===== src/rtl/div_unit.sv =====
// -----------------------------------------------------------------------------
// div_unit
// Multi-cycle radix-2 restoring divider for DIV / DIVU in the EX stage.
// Produces {remainder, quotient}; the remainder goes to HI, the quotient to LO.
// One quotient bit is resolved per cycle, MSB first, so a division takes
// WIDTH cycles in ON plus one cycle in END where the result is presented.
//
// State table:
//   IDLE    | waiting for start; operands are latched on the accepting edge
//   DIVZERO | divisor was zero; one cycle, result forced to 0
//   ON      | iterating, one quotient bit per cycle
//   END     | ready pulses for one cycle, divres valid
//
// Ports:
//   clk         in   system clock, rising edge
//   resetn      in   asynchronous active-low reset
//   start       in   division request, sampled only in IDLE
//   signed_div  in   1 = signed (DIV), 0 = unsigned (DIVU), sampled with start
//   opdata1     in   dividend
//   opdata2     in   divisor
//   annul       in   pipeline flush; aborts a division in ON / DIVZERO
//   divres      out  {remainder, quotient}, held until the next completion
//   ready       out  one-cycle pulse, divres valid
//   stall       out  combinational stall request to the hazard unit
// -----------------------------------------------------------------------------
module div_unit #(
    parameter int WIDTH = 32
) (
    input  logic               clk,
    input  logic               resetn,
    input  logic               start,
    input  logic               signed_div,
    input  logic [WIDTH-1:0]   opdata1,
    input  logic [WIDTH-1:0]   opdata2,
    input  logic               annul,
    output logic [2*WIDTH-1:0] divres,
    output logic               ready,
    output logic               stall
);

    localparam int CW = $clog2(WIDTH) + 1;
    localparam logic [CW-1:0]    CNT_LAST = CW'(WIDTH - 1);
    localparam logic [CW-1:0]    CNT_ONE  = CW'(1);
    localparam logic [WIDTH-1:0] ONE_W    = WIDTH'(1);

    typedef enum logic [1:0] {
        S_IDLE    = 2'd0,
        S_DIVZERO = 2'd1,
        S_ON      = 2'd2,
        S_END     = 2'd3
    } state_t;

    state_t             r_state;
    state_t             w_next;

    logic [WIDTH-1:0]   r_quot;      // dividend bits shift out the top, quotient bits shift in
    logic [WIDTH-1:0]   r_divisor;
    logic [WIDTH-1:0]   r_rem;
    logic [CW-1:0]      r_cnt;
    logic               r_sign_q;
    logic               r_sign_r;
    logic [2*WIDTH-1:0] r_divres;

    logic               w_accept;
    logic               w_a_neg;
    logic               w_b_neg;
    logic [WIDTH-1:0]   w_a_abs;
    logic [WIDTH-1:0]   w_b_abs;
    logic [WIDTH:0]     w_shift;
    logic [WIDTH:0]     w_diff;
    logic               w_qbit;
    logic [WIDTH-1:0]   w_rem_sel;
    logic [WIDTH-1:0]   w_quot_next;
    logic [WIDTH-1:0]   w_q_fix;
    logic [WIDTH-1:0]   w_r_fix;

    // annul has priority over a simultaneous start
    assign w_accept = start & ~annul;

    // Sign handling only applies to signed requests; the absolute value of the
    // most negative number wraps to itself, which is still correct unsigned.
    assign w_a_neg = signed_div & opdata1[WIDTH-1];
    assign w_b_neg = signed_div & opdata2[WIDTH-1];
    assign w_a_abs = w_a_neg ? (~opdata1 + ONE_W) : opdata1;
    assign w_b_abs = w_b_neg ? (~opdata2 + ONE_W) : opdata2;

    // Restoring step on a WIDTH+1 bit partial remainder; the top bit of the
    // difference is the borrow that decides restore vs. keep.
    assign w_shift     = {r_rem, r_quot[WIDTH-1]};
    assign w_diff      = w_shift - {1'b0, r_divisor};
    assign w_qbit      = ~w_diff[WIDTH];
    assign w_rem_sel   = w_qbit ? w_diff[WIDTH-1:0] : w_shift[WIDTH-1:0];
    assign w_quot_next = {r_quot[WIDTH-2:0], w_qbit};

    // Truncation toward zero: quotient sign is a^b, remainder follows dividend
    assign w_q_fix = r_sign_q ? (~w_quot_next + ONE_W) : w_quot_next;
    assign w_r_fix = r_sign_r ? (~w_rem_sel + ONE_W)   : w_rem_sel;

    always_ff @(posedge clk or negedge resetn) begin
        if (!resetn) begin
            r_state <= S_IDLE;
        end else begin
            r_state <= w_next;
        end
    end

    always_comb begin
        w_next = r_state;
        ready  = 1'b0;
        stall  = 1'b0;
        case (r_state)
            S_IDLE: begin
                stall = w_accept;
                if (w_accept) begin
                    w_next = (opdata2 == '0) ? S_DIVZERO : S_ON;
                end
            end
            S_DIVZERO: begin
                stall  = 1'b1;
                w_next = annul ? S_IDLE : S_END;
            end
            S_ON: begin
                stall = 1'b1;
                if (annul) begin
                    w_next = S_IDLE;
                end else if (r_cnt == CNT_LAST) begin
                    w_next = S_END;
                end
            end
            S_END: begin
                ready  = 1'b1;
                w_next = S_IDLE;
            end
            default: begin
                w_next = S_IDLE;
            end
        endcase
    end

    always_ff @(posedge clk or negedge resetn) begin
        if (!resetn) begin
            r_quot    <= '0;
            r_divisor <= '0;
            r_rem     <= '0;
            r_cnt     <= '0;
            r_sign_q  <= 1'b0;
            r_sign_r  <= 1'b0;
            r_divres  <= '0;
        end else begin
            case (r_state)
                S_IDLE: begin
                    if (w_accept && (opdata2 != '0)) begin
                        r_quot    <= w_a_abs;
                        r_divisor <= w_b_abs;
                        r_rem     <= '0;
                        r_cnt     <= '0;
                        r_sign_q  <= w_a_neg ^ w_b_neg;
                        r_sign_r  <= w_a_neg;
                    end
                end
                S_ON: begin
                    if (!annul) begin
                        r_rem  <= w_rem_sel;
                        r_quot <= w_quot_next;
                        r_cnt  <= r_cnt + CNT_ONE;
                        if (r_cnt == CNT_LAST) begin
                            r_divres <= {w_r_fix, w_q_fix};
                        end
                    end
                end
                S_DIVZERO: begin
                    if (!annul) begin
                        r_divres <= '0;
                    end
                end
                default: begin
                end
            endcase
        end
    end

    assign divres = r_divres;

endmodule


===== config.mk =====
export PLATFORM = sky130hd
export DESIGN_NAME = div_unit
export DESIGN_NICKNAME = d
export VERILOG_FILES = /design/src/rtl/div_unit.sv
export SDC_FILE = /design/constraint.sdc
export NUM_CORES = 1
export LEC_CHECK = 0
export BUFFER_PORTS_ARGS = -buffer_cell sky130_fd_sc_hd__buf_2
export CAP_MARGIN = 25
export CORE_MARGIN = 2
export CORE_UTILIZATION = 54
export DETAILED_ROUTE_END_ITERATION = 10
export HOLD_SLACK_MARGIN = 0.06
export PLACE_DENSITY = 0.79
export SETUP_SLACK_MARGIN = 0.05
export SLEW_MARGIN = 20
export SYNTH_ARGS = -nofsm -noshare
export SYNTH_HDL_FRONTEND = slang
export SYNTH_SLANG_ARGS = --single-unit

===== constraint.sdc =====
create_clock -name clk -period 4.8 [get_ports clk]
set_clock_uncertainty 0.2 [all_clocks]
set_input_delay 0.24 -clock clk [delete_from_list [all_inputs] [get_ports clk]]
set_output_delay 0.24 -clock clk [all_outputs]
set_load 0.01 [all_outputs]

==> qor.yml, run 1 <==
sta:
  max_clock_freq_mhz: 210
  layout_setup_ws_ns: 0.0446
  finalSetupViolations: 0
  finalCritPeriodShare: 0.991
  report.final.slew_viol_count: 0
  final-hold-violation-count: 0
  rsz_0062_raised_after_global_routing: "true"
  minimum_clock_period_after_layout_ns: 4.76
  worst_pin_slew_ns: 1.11
  timing.max_slew.rel_slack: 0.261
logic_synthesis:
  count_of_flip_flops_with_a_built_in_enable_after_synthesis: 0
  seq_area_frac_synth: 0.345
  synth.mux.area_fraction: 0.0231
  mappedNetlistNets: 1617
  synth_ff_type: "sky130_fd_sc_hd__dfrtp_1"
  synthXorXnorAreaFrac: 0.0929
  synth-simple-area-share: 0.197
  syn_avg_cell_area_um2: 8.20
  synth-adder-area-share: 0.0432
  synthesis.yosys.warnings: 0
  postSynthRegisterBits: 170
  netlist-cell-type-count: 93
  cell_count_after_synthesis: 1506
  synth_top_family_by_area: "compound AO/OA/AOI/OAI gates"
  asyncSetResetFlopFracSynth: 1.00
  synthesis.area_um2: 12300
  post_synthesis_compound_gate_area_fraction: 0.254
die:
  dieArea_um2: 24100
  floorplan.die.height_um: 155
  ios: 135
  area_of_the_core_region_um2: 22600
  num_rows: 55
  start_util: 0.547
  fp.dieW_um: 155
final_layout:
  fillers: 1874
  finalInstanceArea_um2: 14700
  antenna_cells_inserted: 0
  layout-area-overhead-vs-synth_pct: 18.8
  layout.cells.most_common_list: "228 x sky130_fd_sc_hd__nand2_1, 170 x sky130_fd_sc_hd__dfrtp_1, 150 x sky130_fd_sc_hd__o21ai_0, 133 x sky130_fd_sc_hd__buf_2, 115 x sky130_fd_sc_hd__a21oi_1"
  multiInputGateArea_um2: 7700
  final_cells: 1973
  layout-drive-gt1-share: 0.172
  final_nets: 1786
  mostFrequentLayoutCell: "sky130_fd_sc_hd__nand2_1"
  final-seq-area_um2: 4250
power_and_ir_drop:
  power.sequential.fraction: 0.303
  power.share.clock: 0.180
  combinationalPowerShare: 0.517
  internal_power_mw: 4.23
  sw_frac_of_total: 0.475
  cellPowerDensity_nw_per_um2: 550
  vdd.ir_drop.worst_mv: 0.301
  power_leakage_nw: 6.58
  p_switching_mw: 3.83
drt:
  avgViaCountPerCell: 6.19
  postRouteAntennaNets: 0
  drt_iter0_markers: 1194
  wl_per_cell_um: 19.2
  drt_pass1_iterations: 6
  detail_route.drc_violations: 0
  wirelength_um: 37900
  route.vias.total: 12200
grt:
  antenna_found_initial: 0
  global_route.peak_usage_layer: "met2"
  grt_max_degree: 96
  track_usage: 0.311
  globalRoute.totalOverflow: 0
  grt_use_met2: 0.495
  number_of_global_route_vias_before_repair: 11100
  grt_first_pass_wirelength_um: 59300
  global_route.usage.met1: 0.444
  grt.met3_usage: 0.0465
worst_setup_path:
  critical-path-max-stage-delay_ns: 0.41
  crit_path_cell_trace: "inv_2 > ha_4 > inv_2 > fa_2 > a211oi_4 > o211ai_2 > nand4_1 > a21oi_4 > nor3_4 > nor2_8 > clkinv_4 > ha_4 > nand2b_4 > or4_4 > or3_4 > or2_4 > o31a_1 > or3_1 > a32o_1"
  worstSetupEndpointType: "register"
  timing_worst_setup_path_type: "register to register"
  worst_path_max_delay_cell: "sky130_fd_sc_hd__fa_2"
  critical_path.max_fanout: 7
  reg2regPathDepth: 19
  critPathArrivalTime_ns: 4.89
  worstPathRequired_ns: 4.94
  startpoint_type: "register"
placement:
  placedCellCount: 1888
  gp_routability_congestion: 0.951
  hpwl_after_dpl_um: 27900
  post_dp_cell_area_um2: 13400
  place_worst_setup_slack_ns: 0.00191
  port-buffer-count: 134
outcome:
  outcome: "complete, no violations"
run:
  drv.max_cap_violation_count: 0
clock_tree:
  numCtsBuffers: 17
  tritoncts: "yes"
  clock_insertion_delay_worst_skew_ns: 0.45
  clk_sinks: 170
  path_clk_slew_ns: 0.08
  clock_tree.htree_level_count: 4
  clock_path_buffers: 2
  clock-root-buffer: "sky130_fd_sc_hd__clkbuf_16"
hold_path:
  hp-class: "primary input to register"
  timing.hold.worst_path_depth: 5
[state kept, by name (all words and copies together) (netlist names)]
| register | cells |
|---|---|
| r_quot | 32 |
| r_rem | 32 |
| r_sign_q | 1 |
| r_divisor | 32 |
| r_state | 2 |
| divres | 64 |
| r_cnt | 6 |
| r_sign_r | 1 |
[timing repair]
action / CTS / global route
buffers inserted: 0 / 8
setup endpoints to repair: 1 / 11
hold endpoints to repair: 138 / 0
pin swaps: 1 / 17
gates resized for setup: 0 / 29
hold buffers: 45 / 0
[critical path, delay by kind of cell, from the launching register on]
family,cells,cell delay (ns)
adders and majority gates,3,0.69
AOI/OAI and AO/OA,5,1.11
and+or+nand+nor,8,2.03
DFF,1,0.39
buffers and inverters,3,0.21
[power groups by stage]
stage	Combinational, mW	Sequential [mW]	Clock [mW]
2_1_floorplan	2.69	2.32	0
3_3_place_gp	3.78	2.41	0
3_5_place_dp	3.85	2.43	0
4_1_cts	3.92	2.40	1.46
5_1_grt	4.57	2.49	1.52
6_report	4.17	2.44	1.46
[synth_stat cells (3+ instances only)]
cell type / count / area share
sky130_fd_sc_hd__a2111oi_0: 3 / 0.0021
sky130_fd_sc_hd__a211oi_1: 5 / 0.0030
sky130_fd_sc_hd__a21o_1: 17 / 0.010
sky130_fd_sc_hd__a21oi_1: 116 / 0.047
sky130_fd_sc_hd__a21oi_2: 4 / 0.0028
sky130_fd_sc_hd__a22o_1: 14 / 0.0099
sky130_fd_sc_hd__a22oi_1: 3 / 0.0018
sky130_fd_sc_hd__a31o_2: 3 / 0.0021
sky130_fd_sc_hd__a31oi_1: 13 / 0.0066
sky130_fd_sc_hd__and2_1: 20 / 0.010
sky130_fd_sc_hd__and3_1: 5 / 0.0025
sky130_fd_sc_hd__buf_2: 19 / 0.0077
sky130_fd_sc_hd__buf_4: 4 / 0.0024
sky130_fd_sc_hd__clkbuf_1: 54 / 0.016
sky130_fd_sc_hd__dfrtp_1: 170 / 0.34
sky130_fd_sc_hd__ha_1: 41 / 0.042
sky130_fd_sc_hd__inv_1: 58 / 0.018
sky130_fd_sc_hd__mux2_2: 3 / 0.0027
sky130_fd_sc_hd__mux2i_1: 21 / 0.017
sky130_fd_sc_hd__mux2i_2: 3 / 0.0033
sky130_fd_sc_hd__nand2_1: 228 / 0.069
sky130_fd_sc_hd__nand2b_1: 8 / 0.0041
sky130_fd_sc_hd__nand3_1: 22 / 0.0089
sky130_fd_sc_hd__nand4_1: 19 / 0.0096
sky130_fd_sc_hd__nor2_1: 101 / 0.031
sky130_fd_sc_hd__nor2b_1: 5 / 0.0025
sky130_fd_sc_hd__nor3_1: 31 / 0.013
sky130_fd_sc_hd__nor3b_1: 3 / 0.0018
sky130_fd_sc_hd__nor4_1: 13 / 0.0066
sky130_fd_sc_hd__o211ai_1: 9 / 0.0055
sky130_fd_sc_hd__o21a_1: 4 / 0.0024
sky130_fd_sc_hd__o21ai_0: 154 / 0.062
sky130_fd_sc_hd__o21ai_1: 18 / 0.0073
sky130_fd_sc_hd__o21bai_1: 3 / 0.0018
sky130_fd_sc_hd__o31ai_1: 57 / 0.035
sky130_fd_sc_hd__o31ai_2: 3 / 0.0030
sky130_fd_sc_hd__o41ai_1: 5 / 0.0035
sky130_fd_sc_hd__o41ai_2: 6 / 0.0079
sky130_fd_sc_hd__or2_2: 5 / 0.0025
sky130_fd_sc_hd__or3_1: 23 / 0.012
sky130_fd_sc_hd__or4_1: 15 / 0.0091
sky130_fd_sc_hd__or4_4: 3 / 0.0027
sky130_fd_sc_hd__xnor2_1: 70 / 0.050
sky130_fd_sc_hd__xor2_1: 61 / 0.043
[routing by layer]
metal  vias to the layer above  share of wire
li1                       5736              -
met1                      5820           0.44
met2                       569           0.45
met3                        79          0.079
met4                         0          0.025
met5                         -              0
[cell type report]
| type | instances | area share |
|---|---|---|
| multi-input cells | 1198 | 0.525 |
| well taps | 285 | 0.0243 |
| clock inverters | 15 | 0.0137 |
| inverters | 59 | 0.0154 |
| flip-flops and latches | 170 | 0.290 |
| repair buffers | 229 | 0.102 |
| clock buffers | 17 | 0.0290 |
[cells by family (layout without fill, tap and decap cells)]
kind of cell / after synthesis / in the layout
and+or+nand+nor: 516 / 516
xor gates and xnor gates: 131 / 131
adders and majority gates: 42 / 42
buffers and inverters: 138 / 320
muxes: 27 / 27
DFF: 170 / 170
AOI/OAI and AO/OA: 482 / 482
[path summary, 6_finish.rpt]
path,start,to,slack [ns]
setup / recovery,r_quot[31],divres[26],0.04
hold / removal,opdata1[30],r_quot[30],0.06
setup reg to reg,r_quot[31],divres[26],0.04
hold reg to reg,divres[0],divres[0],0.28
max in group asynchronous,resetn,r_divisor[0],3.08
min in group asynchronous,resetn,r_divisor[20],0.24
[metrics by stage]
step                      hold slack (ns)  total power, mW  setup TNS, ns  utilization
after floorplan                    -0.256             5.01         -0.285            -
after global placement              0.184             6.19              0        0.593
after detailed placement            0.187             6.28              0        0.593
after CTS                          0.0615             7.78              0        0.641
after global routing               0.0648             8.58         -0.184        0.650
final                              0.0561             8.07              0        0.650
(Power assumes the default switching activity.)
==> run 2: changes to the inputs <==
CORE_UTILIZATION = 60   (was 54)
PLACE_DENSITY = 0.83   (was 0.79)
clock period = 4.5 ns   (was 4.8 ns; I/O delays follow)
==> qor.yml, run 2 (synthesized netlist as in run 1, its figures left out) <==
clock_tree:
  path_clk_slew_ns: 0.08  # about the same
  clk_sinks: 170  # unchanged
  numCtsBuffers: 17  # unchanged
  clock_tree.htree_level_count: 4  # unchanged
  tritoncts: "yes"
  clock_path_buffers: 2  # unchanged
  clock-root-buffer: "sky130_fd_sc_hd__clkbuf_16"
  clock_insertion_delay_worst_skew_ns: 0.45  # about the same
final_layout:
  layout-area-overhead-vs-synth_pct: 22.7
  multiInputGateArea_um2: 7820  # +1.6%
  max_ffs_per_register: 64  # unchanged
  final_nets: 1827  # +2.3%
  final-seq-area_um2: 4250  # unchanged
  fillers: 1477  # -21%
  antenna_cells_inserted: 0  # unchanged
  layout-drive-gt1-share: 0.194  # +0.0225
  layout.cells.most_common_list: "228 x sky130_fd_sc_hd__nand2_1, 170 x sky130_fd_sc_hd__dfrtp_1, 142 x sky130_fd_sc_hd__o21ai_0, 133 x sky130_fd_sc_hd__buf_2, 114 x sky130_fd_sc_hd__a21oi_1"
  mostFrequentLayoutCell: "sky130_fd_sc_hd__nand2_1"
worst_setup_path:
  timing_worst_setup_path_type: "register to register"
  worst_path_max_delay_cell: "sky130_fd_sc_hd__fa_2"
  worstSetupEndpointType: "register"
  critical-path-max-stage-delay_ns: 0.41  # about the same
  worst_r2r_startpoint: "r_quot[31]"
  worstPathRequired_ns: 4.63  # -0.31 ns
  crit_path_cell_trace: "inv_2 > ha_4 > inv_2 > fa_2 > a211oi_4 > o211ai_2 > nand4_1 > a21oi_4 > buf_4 > o21a_4 > nor2_8 > inv_8 > buf_12 > mux2i_4 > ha_2 > buf_4 > buf_4 > nand3_2 > mux2i_2 > nand4_2 > buf_6 > o31ai_2 > xnor2_1 > o21ai_1"
  crit_path_start: "r_quot[31]"
  critical_path.max_fanout: 5  # -2
  critPathArrivalTime_ns: 4.69  # -0.20 ns
  startpoint_type: "register"
  crit_top_cell: "sky130_fd_sc_hd__buf_4"
placement:
  port-buffer-count: 134  # unchanged
  gp_routability_congestion: 0.971  # +2.1%
  place_worst_setup_slack_ns: -0.00611  # -0.00802 ns
  hpwl_after_dpl_um: 28200  # +1.1%
power_and_ir_drop:
  power.sequential.fraction: 0.291  # -0.012
  p_switching_mw: 4.30  # +12%
  power_leakage_nw: 6.82  # +3.6%
  internal_power_mw: 4.64  # +9.5%
  combinationalPowerShare: 0.538  # +0.021
  cellPowerDensity_nw_per_um2: 590  # +7.3%
  sw_frac_of_total: 0.481  # +0.00608
  power.share.clock: 0.170  # -0.010
  vdd.ir_drop.worst_mv: 0.469  # +56%
drt:
  wl_per_cell_um: 19.9  # +3.5%
  drt_pass1_iterations: 6  # unchanged
  postRouteAntennaNets: 0  # unchanged
  detail_route.drc_violations: 0  # unchanged
  route.vias.total: 12600  # +3.2%
  avgViaCountPerCell: 6.30  # +1.9%
  wirelength_um: 39800  # +4.9%
  drt_iter0_markers: 1441  # +21%
die:
  start_util: 0.610  # +0.0632
  area_of_the_core_region_um2: 20200  # -10%
  ios: 135  # unchanged
  dieArea_um2: 21700  # -9.7%
  fp.dieW_um: 147  # -5.0%
  floorplan.die.height_um: 147  # -5.0%
  num_rows: 52  # -5.5%
grt:
  grt_max_degree: 99  # +3.1%
  number_of_global_route_vias_before_repair: 11700  # +5.5%
  grt_use_met2: 0.551  # +0.0561
  antenna_found_initial: 0  # unchanged
  track_usage: 0.361  # +0.0504
  global_route.peak_usage_layer: "met2"
  grt.met3_usage: 0.0719  # +0.0254
  globalRoute.totalOverflow: 0  # unchanged
  grt_first_pass_wirelength_um: 62300  # +5.1%
  global_route.usage.met1: 0.522  # +0.0779
sta:
  layout_setup_ws_ns: -0.0643  # -0.109 ns
  setup-tns-final_ns: -0.197  # -0.197 ns
  minimum_clock_period_after_layout_ns: 4.56  # -0.191 ns
  report.final.slew_viol_count: 0  # unchanged
  max_clock_freq_mhz: 219  # +4.2%
  final-hold-violation-count: 0  # unchanged
  finalSetupViolations: 5  # +5
  finalCritPeriodShare: 1.01  # +0.0236
  timing.max_slew.rel_slack: 0.256  # -0.00518
  rsz_0062_raised_after_global_routing: "true"
  worst_pin_slew_ns: 1.12  # +0.00777 ns
outcome:
  violated_checks: "setup timing"
  outcome: "finished, violations left"
hold_path:
  hp-class: "primary input to register"
  hp-start: "opdata1[29]"
run:
  drv.max_cap_violation_count: 0  # unchanged
## run 2: cell types whose count changed in the layout (fill, tap and decap cells not counted), moves of 3 or more
cell,previous run,this run
sky130_fd_sc_hd__inv_6,4,1
sky130_fd_sc_hd__o21ai_2,2,7
sky130_fd_sc_hd__dlygate4sd3_1,45,57
sky130_fd_sc_hd__xnor2_2,0,3
sky130_fd_sc_hd__o21ai_1,22,25
sky130_fd_sc_hd__o31ai_4,1,4
sky130_fd_sc_hd__o21ai_0,150,142
sky130_fd_sc_hd__xnor2_1,70,67
sky130_fd_sc_hd__buf_4,50,74
## run 2: worst paths after layout
| check | to | slack, ns | cells after the start |
|---|---|---|---|
| min in group asynchronous | r_divisor[25] | 0.22 | 2 |
| hold / removal | r_quot[29] | 0.07 | 5 |
| max in group asynchronous | r_cnt[0] | 2.73 | 3 |
| setup / recovery | divres[56] | -0.06 | 24 |
| setup reg to reg | divres[56] | -0.06 | 24 |
| hold reg to reg | divres[43] | 0.28 | 2 |
## run 2: area by class of cell
| type | instances | area share |
|---|---|---|
| clock buffers | 17 | 0.0281 |
| multi-input cells | 1198 | 0.516 |
| inverters | 59 | 0.0151 |
| well taps | 270 | 0.0223 |
| clock inverters | 15 | 0.0130 |
| repair buffers | 270 | 0.124 |
| flip-flops and latches | 170 | 0.281 |
## run 2: metrics by stage
step                cell area (um^2)  instances  utilization  power (mW)  hold slack, ns
floorplan                      12400       1506            -        5.41          -0.271
global placement               13600       1900        0.675        6.82           0.182
detailed placement             13600       1900        0.675        6.94           0.180
CTS                            14900       1989        0.734        8.53          0.0624
global route                   15100       1999        0.749        9.50           0.113
finish                         15100       1999        0.749        8.94          0.0682
## run 2: critical path, delay by kind of cell, from the launching register on
family | cells | cell delay, ns
AOI/OAI and AO/OA | 6 | 0.99
xor gates and xnor gates | 1 | 0.15
adders and majority gates | 3 | 0.76
buffers and inverters | 8 | 0.90
DFF | 1 | 0.39
muxes | 2 | 0.40
and+or+nand+nor | 4 | 0.64
## run 2: what timing repair did
action                                  4_1_cts  5_1_grt
hold endpoints to repair                    152        0
buffers inserted                              0        9
pin swaps                                     2       23
gates resized for setup                       1       39
endpoints found under the setup margin        6       19
hold buffers                                 57        0
## run 2: power by group through the flow
stage	combinational [mW]	clock, mW	sequential, mW
6_report	4.81	1.52	2.60
5_1_grt	5.24	1.59	2.66
4_1_cts	4.44	1.53	2.56
3_5_place_dp	4.35	0	2.59
3_3_place_gp	4.25	0	2.56
2_1_floorplan	2.93	0	2.48
## run 2: routing by layer
metal  part of all wire  up-vias
li1                   -     5833
met1               0.42     5967
met2               0.45      670
met3               0.10      124
met4              0.035        0
met5                  0        -
==> run 3: changes to the inputs <==
--- a/config.mk
+++ b/config.mk
@@ -8,5 +8,5 @@
 export BUFFER_PORTS_ARGS = -buffer_cell sky130_fd_sc_hd__buf_2
 export CAP_MARGIN = 25
-export CORE_MARGIN = 2
+export CORE_MARGIN = 10
 export CORE_UTILIZATION = 60
 export DETAILED_ROUTE_END_ITERATION = 10
==> constraint.sdc (replaced) <==
create_clock -name clk -period 4.5 [get_ports clk]
set_clock_uncertainty 0.2 [all_clocks]
set_input_delay 0.45 -clock clk [delete_from_list [all_inputs] [get_ports clk]]
set_output_delay 0.45 -clock clk [all_outputs]
set_load 0.01 [all_outputs]
==> qor.yml, run 3 (synthesized netlist as in run 1, its figures left out) <==
sta:
  report.final.slew_viol_count: 0  # unchanged
  setup-tns-final_ns: 0  # +0.197 ns
  rsz_0062_raised_after_global_routing: "true"
  final-hold-violation-count: 0  # unchanged
  finalCritPeriodShare: 0.996  # -0.0186
  worst_pin_slew_ns: 0.947  # -0.169 ns
  timing.max_slew.rel_slack: 0.368  # +0.113
  max_clock_freq_mhz: 223  # +1.9%
  finalSetupViolations: 0  # -5
  minimum_clock_period_after_layout_ns: 4.48  # -0.0838 ns
placement:
  hpwl_after_dpl_um: 29400  # +4.3%
  gp_routability_congestion: 0.952  # -2.0%
  port-buffer-count: 134  # unchanged
clock_tree:
  tritoncts: "yes"
  path_clk_slew_ns: 0.08  # about the same
  clk_sinks: 170  # unchanged
  clock_insertion_delay_worst_skew_ns: 0.45  # about the same
  numCtsBuffers: 17  # unchanged
  clock_path_buffers: 2  # unchanged
  clock_tree.htree_level_count: 4  # unchanged
  clock-root-buffer: "sky130_fd_sc_hd__clkbuf_16"
drt:
  avgViaCountPerCell: 6.38  # +1.2%
  wl_per_cell_um: 20.3  # +2.0%
  drt_iter0_markers: 1500  # +4.1%
  postRouteAntennaNets: 0  # unchanged
  wirelength_um: 39500  # -0.77%
  drt_pass1_iterations: 8  # +2
  detail_route.drc_violations: 0  # unchanged
  route.vias.total: 12400  # -1.5%
worst_setup_path:
  timing_worst_setup_path_type: "register to register"
  critical_path.max_fanout: 6  # +1
  worstSetupEndpointType: "register"
  startpoint_type: "register"
  timing.reg2reg.setup_slack_ns: 0.02  # +0.08 ns
  r2r_end: "divres[26]"
  critPathArrivalTime_ns: 4.63  # -0.06 ns
  reg2regPathDepth: 19  # -21%
  worst_r2r_startpoint: "r_quot[31]"
  worstPathRequired_ns: 4.65  # +0.02 ns
hold_path:
  timing.hold.worst_path_depth: 3  # -2
  worstHoldEndpoint: "r_divisor[1]"
  hp-start: "opdata2[1]"
  hp-class: "primary input to register"
power_and_ir_drop:
  design_power_total_mw: 8.89  # -0.55%
  vdd.ir_drop.worst_mv: 0.670  # +43%
  cellPowerDensity_nw_per_um2: 610  # +3.4%
  power_leakage_nw: 6.58  # -3.6%
final_layout:
  layout-area-overhead-vs-synth_pct: 18.0
  final-seq-area_um2: 4250  # unchanged
  mostFrequentLayoutCell: "sky130_fd_sc_hd__nand2_1"
  max_ffs_per_register: 64  # unchanged
  final_nets: 1773  # -3.0%
  multiInputGateArea_um2: 7810  # -0.21%
  fillers: 1585  # +7.3%
  antenna_cells_inserted: 0  # unchanged
  layout.cells.most_common_list: "228 x sky130_fd_sc_hd__nand2_1, 170 x sky130_fd_sc_hd__dfrtp_1, 149 x sky130_fd_sc_hd__o21ai_0, 133 x sky130_fd_sc_hd__buf_2, 112 x sky130_fd_sc_hd__a21oi_1"
  layout-drive-gt1-share: 0.199  # +0.00447
grt:
  globalRoute.totalOverflow: 0  # unchanged
  grt_max_degree: 101  # +2.0%
  antenna_found_initial: 0  # unchanged
  track_usage: 0.283  # -0.0784
  grt_first_pass_wirelength_um: 60900  # -2.3%
  number_of_global_route_vias_before_repair: 11500  # -1.9%
outcome:
  outcome: "complete, no violations"
die:
  num_rows: 52  # unchanged
  start_util: 0.610  # unchanged
  fp.dieW_um: 163  # +11%
  ios: 135  # unchanged
  floorplan.die.height_um: 163  # +11%
  area_of_the_core_region_um2: 20200  # unchanged
  dieArea_um2: 26700  # +23%
run:
  drv.max_cap_violation_count: 0  # unchanged
## run 3: cell types whose count changed in the layout (fill, tap and decap cells not counted), sizes merged
cell	before	now
inv	64	67
clkbuf	18	17
clkinv	9	6
dlygate4sd3	57	1
buf	212	215
## run 3: what timing repair did
item | in CTS | in global routing
hold buffers | 1 | 0
gates resized for setup | 7 | 23
hold endpoints to repair | 98 | 0
pin swaps | 7 | 7
endpoints found under the setup margin | 9 | 15
setup buffers | 2 | 9
## run 3: per-layer routing
layer  track usage  routed length, um  vias to the layer above
li1              -                  -                     5724
met1         0.399              17000                     5994
met2         0.431              18000                      602
met3        0.0524               3560                       85
met4        0.0853                952                        0
met5             0                  0                        -
## run 3: layout make-up
cell class	count	area share
Multi-Input combinational cell	1198	0.536
Sequential cell	170	0.292
Timing Repair Buffer	216	0.0911
Clock buffer	17	0.0292
Tap cell	270	0.0232
Inverter	59	0.0155
Clock inverter	15	0.0129
## run 3: per-stage QoR
step / util / cells / instance area (um^2) / hold WS, ns / worst slack (ns)
2_1_floorplan: - / 1506 / 12400 / -0.0456 / -0.383
3_3_place_gp: 0.675 / 1900 / 13600 / 0.259 / 0.0407
3_5_place_dp: 0.675 / 1900 / 13600 / 0.266 / -0.0975
4_1_cts: 0.709 / 1935 / 14300 / 0.0652 / 0.0265
5_1_grt: 0.720 / 1945 / 14600 / 0.106 / -0.0801
6_report: 0.720 / 1945 / 14600 / 0.0741 / 0.0195
## run 3: critical path: stages (launching register included)
cell	delay, ns
sky130_fd_sc_hd__dfrtp_1	0.40
sky130_fd_sc_hd__inv_2	0.08
sky130_fd_sc_hd__ha_4	0.13
sky130_fd_sc_hd__inv_2	0.04
sky130_fd_sc_hd__fa_2	0.37
sky130_fd_sc_hd__a211oi_4	0.25
sky130_fd_sc_hd__o211ai_2	0.14
sky130_fd_sc_hd__nand4_1	0.20
sky130_fd_sc_hd__a21oi_4	0.11
sky130_fd_sc_hd__nor3_4	0.29
sky130_fd_sc_hd__nor2_8	0.06
sky130_fd_sc_hd__clkinv_4	0.08
sky130_fd_sc_hd__ha_4	0.14
sky130_fd_sc_hd__nand2b_4	0.05
sky130_fd_sc_hd__or4_4	0.42
sky130_fd_sc_hd__or3_4	0.34
sky130_fd_sc_hd__or2_4	0.24
sky130_fd_sc_hd__o31a_1	0.26
sky130_fd_sc_hd__or3_1	0.35
sky130_fd_sc_hd__a32o_1	0.22
## run 3: where the power goes
part	switching, mW	internal, mW
Combinational	2.99	1.80
Clock	0.775	0.762
Sequential	0.526	2.03
## run 3: worst max path at each step
stage,cells past startpoint,to,slack (ns),startpoint
final,19,divres[26],0.02,r_quot[31]
after global routing,19,divres[26],-0.08,r_quot[31]
after CTS,16,divres[60],0.03,r_quot[31]
after detailed placement,22,divres[56],-0.1,r_quot[31]
after global placement,19,divres[26],0.04,r_quot[31]
after floorplan,21,divres[26],-0.38,r_quot[31]
